===== src/rtl/flag_pkg.sv =====
`default_nettype none
// ============================================================================
// Module      : flag_pkg
// Description : Shared types and constants for the NZCV flag register unit.
//               flags_t      - packed {n, z, c, v} flag vector (n is the MSB)
//               FLAGW_NZ     - write-mask bit selecting the N and Z fields
//               FLAGW_CV     - write-mask bit selecting the C and V fields
//               flag_state_t - outstanding multi-cycle write tracker states
// Revision    : 1.0 - initial release
// ============================================================================
package flag_pkg;

    typedef struct packed {
        logic n;
        logic z;
        logic c;
        logic v;
    } flags_t;

    localparam logic [1:0] FLAGW_NZ = 2'b10;
    localparam logic [1:0] FLAGW_CV = 2'b01;

    typedef enum logic [0:0] {
        IDLE    = 1'b0,
        PENDING = 1'b1
    } flag_state_t;

endpackage
`default_nettype wire


===== src/rtl/flag_merge.sv =====
`default_nettype none
// ============================================================================
// Module      : flag_merge
// Description : Combinational masked merge of a new flag vector over an old
//               one. Fields not selected by the mask keep their old value.
// Ports       : i_old    - current flag vector
//               i_new    - candidate flag vector
//               i_mask   - write mask (FLAGW_NZ selects N,Z; FLAGW_CV selects C,V)
//               o_merged - resulting flag vector
// Revision    : 1.0 - initial release
// ============================================================================
module flag_merge
    import flag_pkg::*;
(
    input  flags_t     i_old,
    input  flags_t     i_new,
    input  logic [1:0] i_mask,
    output flags_t     o_merged
);

    always_comb begin
        o_merged = i_old;
        if ((i_mask & FLAGW_NZ) != 2'b00) begin
            o_merged.n = i_new.n;
            o_merged.z = i_new.z;
        end
        if ((i_mask & FLAGW_CV) != 2'b00) begin
            o_merged.c = i_new.c;
            o_merged.v = i_new.v;
        end
    end

endmodule
`default_nettype wire


===== src/rtl/flag_register_unit.sv =====
`default_nettype none
// ============================================================================
// Module      : flag_register_unit
// Description : Architectural NZCV flag register for the execute stage.
//               Commits masked ALU flag updates from executed instructions and
//               tracks one outstanding multi-cycle (mul/div) flag write,
//               raising flags_busy while it is in flight.
// Config      : FLAG_BYPASS_EN - when defined, the mc_done cycle drives Flags
//               combinationally with the merged result and drops flags_busy in
//               that same cycle. When undefined, Flags is purely the register.
// Ports       : clk, reset          - clock, synchronous active-high reset
//               ex_valid, CondEx    - execute-stage instruction valid / cond pass
//               FlagW, ALUFlags     - execute write mask and ALU flags
//               stall, flush        - execute stage held / killed
//               mc_start, mc_flagw  - multi-cycle op issue and its write mask
//               mc_done, mc_flags   - multi-cycle completion and its flags
//               Flags               - current flags to the condition checker
//               flags_busy          - multi-cycle flag write outstanding
//               flag_err            - sticky protocol-violation indicator
// Revision    : 1.0 - initial release
// ============================================================================
module flag_register_unit
    import flag_pkg::*;
#(
    parameter int FLAG_W = 4
) (
    input  logic              clk,
    input  logic              reset,
    input  logic              ex_valid,
    input  logic              CondEx,
    input  logic [1:0]        FlagW,
    input  logic [FLAG_W-1:0] ALUFlags,
    input  logic              stall,
    input  logic              flush,
    input  logic              mc_start,
    input  logic [1:0]        mc_flagw,
    input  logic              mc_done,
    input  logic [FLAG_W-1:0] mc_flags,
    output logic [FLAG_W-1:0] Flags,
    output logic              flags_busy,
    output logic              flag_err
);

    flag_state_t r_state_q,     w_state_d;
    flags_t      r_flags_q,     w_flags_d;
    logic [1:0]  r_pend_mask_q, w_pend_mask_d;
    logic        r_err_q,       w_err_d;

    logic        w_ex_go;
    logic        w_mc_commit;
    flags_t      w_ex_merged;
    flags_t      w_mc_merged;

    flag_merge u_ex_merge (
        .i_old    (r_flags_q),
        .i_new    (flags_t'(ALUFlags)),
        .i_mask   (FlagW),
        .o_merged (w_ex_merged)
    );

    flag_merge u_mc_merge (
        .i_old    (r_flags_q),
        .i_new    (flags_t'(mc_flags)),
        .i_mask   (r_pend_mask_q),
        .o_merged (w_mc_merged)
    );

    always_comb begin
        w_ex_go       = ex_valid & CondEx & ~stall & ~flush;
        // Flush cancels the pending op, so it wins over a same-cycle mc_done.
        w_mc_commit   = (r_state_q == PENDING) & mc_done & ~flush;

        w_state_d     = r_state_q;
        w_flags_d     = r_flags_q;
        w_pend_mask_d = r_pend_mask_q;
        w_err_d       = r_err_q;

        case (r_state_q)
            IDLE: begin
                // An execute write alongside mc_start still commits: it is
                // younger than nothing outstanding, and the new op is older
                // than any later flag write.
                if (w_ex_go) begin
                    w_flags_d = w_ex_merged;
                end
                if (mc_start & ~flush) begin
                    w_state_d     = PENDING;
                    w_pend_mask_d = mc_flagw;
                end
                if (mc_done) begin
                    w_err_d = 1'b1;
                end
            end
            PENDING: begin
                // Flag-writing instructions must be held off by the hazard
                // unit while busy; any that slip through are dropped.
                if (w_ex_go & (FlagW != 2'b00)) begin
                    w_err_d = 1'b1;
                end
                if (mc_start & ~flush) begin
                    w_err_d = 1'b1;
                end
                if (flush) begin
                    w_state_d = IDLE;
                end else if (mc_done) begin
                    w_state_d = IDLE;
                    w_flags_d = w_mc_merged;
                end
            end
            default: begin
                w_state_d = IDLE;
            end
        endcase
    end

    always_ff @(posedge clk) begin
        if (reset) begin
            r_state_q     <= IDLE;
            r_flags_q     <= '0;
            r_pend_mask_q <= 2'b00;
            r_err_q       <= 1'b0;
        end else begin
            r_state_q     <= w_state_d;
            r_flags_q     <= w_flags_d;
            r_pend_mask_q <= w_pend_mask_d;
            r_err_q       <= w_err_d;
        end
    end

`ifdef FLAG_BYPASS_EN
    assign Flags      = w_mc_commit ? w_mc_merged : r_flags_q;
    assign flags_busy = (r_state_q == PENDING) & ~w_mc_commit;
`else
    assign Flags      = r_flags_q;
    assign flags_busy = (r_state_q == PENDING);
`endif

    assign flag_err = r_err_q;

endmodule
`default_nettype wire


===== config.mk =====
export PLATFORM = sky130hd
export DESIGN_NAME = flag_register_unit
export DESIGN_NICKNAME = d
export VERILOG_FILES = /design/src/rtl/flag_pkg.sv /design/src/rtl/flag_merge.sv /design/src/rtl/flag_register_unit.sv
export SDC_FILE = /design/constraint.sdc
export NUM_CORES = 1
export LEC_CHECK = 0
export CORE_AREA = 2 2 39 41
export CTS_CLUSTER_SIZE = 20
export DETAILED_ROUTE_END_ITERATION = 12
export DIE_AREA = 0 0 41 43
export PLACE_DENSITY = 0.71
export SYNTH_ARGS = -nofsm -noshare
export SYNTH_HDL_FRONTEND = slang
export SYNTH_SLANG_ARGS = --single-unit

===== constraint.sdc =====
create_clock -name clk -period 1.6 [get_ports clk]
set_input_delay 0.48 -clock clk [delete_from_list [all_inputs] [get_ports clk]]
set_output_delay 0.48 -clock clk [all_outputs]
set_load 0.05 [all_outputs]

==> results.sh <==
export IMPL_drive_gt1_share_pct=29.3
export IMPL_p_seq_share_pct=43.8
export IMPL_ios=26
export IMPL_grt_use_total_pct=13.5
export IMPL_clock_sinks=8
export IMPL_powerDensity_nw_per_um2=604
export IMPL_clk_latency_ns=0.25
export IMPL_holdBufCountCts=0
export IMPL_netSwitchingFraction_pct=24.9
export IMPL_synthesis_nets=64
export IMPL_ys_seq_area_share_pct=37.9
export IMPL_cts_buffer_depth=2
export IMPL_syn_area_um2=423
export IMPL_synth_seq_cells=8
export IMPL_internal_power_uw=374
export IMPL_place_congestion=0.663
export IMPL_synth_top_area_cell="dfxtp_1"
export IMPL_synth_area_leaders="dfxtp_1, mux2i_1, mux2_1, nor2b_1, nor2_1"
export IMPL_crit_path_max_incr_delay_ns=0.42
export IMPL_fmax_mhz=643
export IMPL_viasPerCell=4.69
export IMPL_fillCellCount=124
export IMPL_cap_violations=0
export IMPL_finalCritPeriodShare_pct=97.3
export IMPL_start_util_pct=30.6
export IMPL_h_tree_depth=1
export IMPL_switchingPower_uw=124
export IMPL_globalRouteOverflowTotal=0
export IMPL_hold_violations=0
export IMPL_setup_viol=0
export IMPL_hp_class="reg2reg"
export IMPL_path_buf_inv=1
export IMPL_crit_slowest_cell="clkdlybuf4s50_1"
export IMPL_rows=14
export IMPL_yosys_warnings=0
export IMPL_crit_path_start_kind="input pin"
export IMPL_status="complete, no violations"
export IMPL_cp_end_kind="flop"
export IMPL_path_class="in2reg"
export IMPL_cp_arrival_ns=1.69
export IMPL_cts_root_buffer="clkbuf_4"
export IMPL_first_pass_iters=2
export IMPL_nets=97
export IMPL_ir_drop_uv=313
export IMPL_grt_max_degree=11
export IMPL_maxSlewHeadroom_pct=79.7
export IMPL_core_area_um2=1380
export IMPL_fin_util_pct=59.6
export IMPL_synth_area_per_cell_um2=9.61
export IMPL_drc=0
export IMPL_power_frac_comb_pct=25.6
export IMPL_cts_made_buffers=3
export IMPL_holdWs_ns=0.526
export IMPL_synthToLayoutAreaGrowth_pct=95.0
export IMPL_die_area_um2=1760
export IMPL_cts_tree="done"
export IMPL_required_ns=1.74
export IMPL_vias=427
export IMPL_grt_setup_unrepaired="false"
export IMPL_die_w_um=41
export IMPL_path_clk_slew_ns=0.06
export IMPL_final_max_slew_viol_count=0
export IMPL_routedWlPerCell_um=12.0
export IMPL_clkPwrFrac_pct=30.6
export IMPL_post_dp_hpwl_um=880
export IMPL_antenna_cells=0
export IMPL_drt_iter0_markers=1
export IMPL_tightest_slew_ns=0.304
export IMPL_drt_total_wl_um=1090
export IMPL_min_period_ns=1.56
export IMPL_antenna_left=0
export IMPL_finClkSkew_ns=0.00140
export IMPL_crit_family="buffers and inverters"
export IMPL_synthCells=44
export IMPL_cp_cell_sequence="clkdlybuf4s50_1, and3b_2, a32oi_2, mux2_4"
export IMPL_yosysTopAreaCellShare_pct=37.9
export IMPL_post_cts_buffers=0
export IMPL_dieHeight_um=43
export IMPL_multi_input_area_um2=270
export IMPL_regArea_um2=161
export IMPL_grt_pass1_vias=393
export IMPL_path_max_fanout=2
export IMPL_p_leak_nw=0.347
export IMPL_ys_types=17
export IMPL_io_buffer_count=25
export IMPL_grt_pass1_wl_um=1640
export IMPL_antenna_found_initial=0
## metal layers
metal,GRT usage [%],wire [um],up-vias
met2,21.3,540,14
li1,-,-,219
met5,0,0,-
met1,16.6,475,194
met4,6.00,0,0
met3,3.14,76,0
## placed cells by master (no fill, tap or decap)
cell type,netlist,final
dfxtp_1,8,7
dlygate4sd2_1,0,3
mux2i_1,6,6
inv_1,1,1
mux2_4,0,2
dfxtp_2,0,1
nor3b_1,1,1
a32oi_2,0,2
a21oi_1,1,1
clkdlybuf4s50_1,0,15
buf_4,1,5
clkbuf_4,0,3
nor2_1,6,6
mux2_1,4,2
dlymetal6s2s_1,0,1
a211oi_1,1,1
o21ai_0,1,1
nor2b_1,5,5
and4bb_2,0,1
buf_12,0,6
nor3_1,3,3
and3b_2,1,1
and2b_2,1,1
## power groups by stage
stage	Clock [mW]	Sequential [mW]	Combinational, mW
finish	0.152	0.218	0.127
global route	0.166	0.219	0.137
CTS	0.157	0.218	0.128
detailed placement	0	0.222	0.128
global placement	0	0.222	0.126
floorplan	0	0.231	0.0331
## kinds of logic (layout without fill, tap and decap cells)
logic type	Yosys count	count (layout)	synth area share [%]
buffers and inverters	3	34	3.55
multiplexers	10	10	24.9
AO/OA/AOI/OAI	5	5	8.28
AND/OR/NAND/NOR	18	18	25.4
flip-flops	8	8	37.9
## area by class of cell
class / instances / area share [%]
Inverter: 1 / 0.455
Multi-Input combinational cell: 33 / 32.8
Tap cell: 16 / 2.43
Sequential cell: 8 / 19.6
Timing Repair Buffer: 30 / 42.0
Clock buffer: 3 / 2.73
## state kept, by name, indices dropped and copies added, names as in the netlist
register       cells
Flags              4
flag_err           1
r_pend_mask_q      2
flags_busy         1
## cells in the mapped netlist
library cell	instances
buf_4	1
nor2_1	6
a32oi_1	2
mux2_1	4
and2b_2	1
a211oi_1	1
clkbuf_1	1
nor3b_1	1
nor2b_1	5
a21oi_1	1
and3b_2	1
o21ai_0	1
dfxtp_1	8
inv_1	1
mux2i_1	6
nor3_1	3
and4bb_1	1
## final timing paths
kind	cells past startpoint	startpoint	slack, ns	end
setup / recovery	4	mc_done	0.04	Flags[3]$_SDFFE_PP0P_
hold / removal	2	r_pend_mask_q[0]$_SDFFE_PP0P_	0.53	r_pend_mask_q[0]$_SDFFE_PP0P_
hold reg to reg	2	r_pend_mask_q[0]$_SDFFE_PP0P_	0.53	r_pend_mask_q[0]$_SDFFE_PP0P_
setup reg to reg	3	flags_busy$_SDFF_PP0_	0.27	Flags[3]$_SDFFE_PP0P_
## repair_timing
item,in CTS,in global routing
gates resized for setup,6,3
endpoints found under the setup margin,4,3
pin swaps,2,2
## metrics by stage
step           worst slack, ns  TNS, ns  instance area, um^2  total power, mW  instances
3_5_place_dp            -0.395    -1.89                  781            0.350         88
3_3_place_gp            -0.349    -1.67                  781            0.348         88
5_1_grt                 0.0200        0                  825            0.522         91
4_1_cts                0.00356        0                  818            0.502         91
6_report                0.0438        0                  825            0.498         91
2_1_floorplan            0.155        0                  424            0.265         44
## worst reg2reg max path: stages, from the launching register on
cell and delay (ns):
dfxtp_2 0.48, inv_1 0.15, a32oi_2 0.27, mux2_4 0.32
Power figures use the tool's default switching activity.
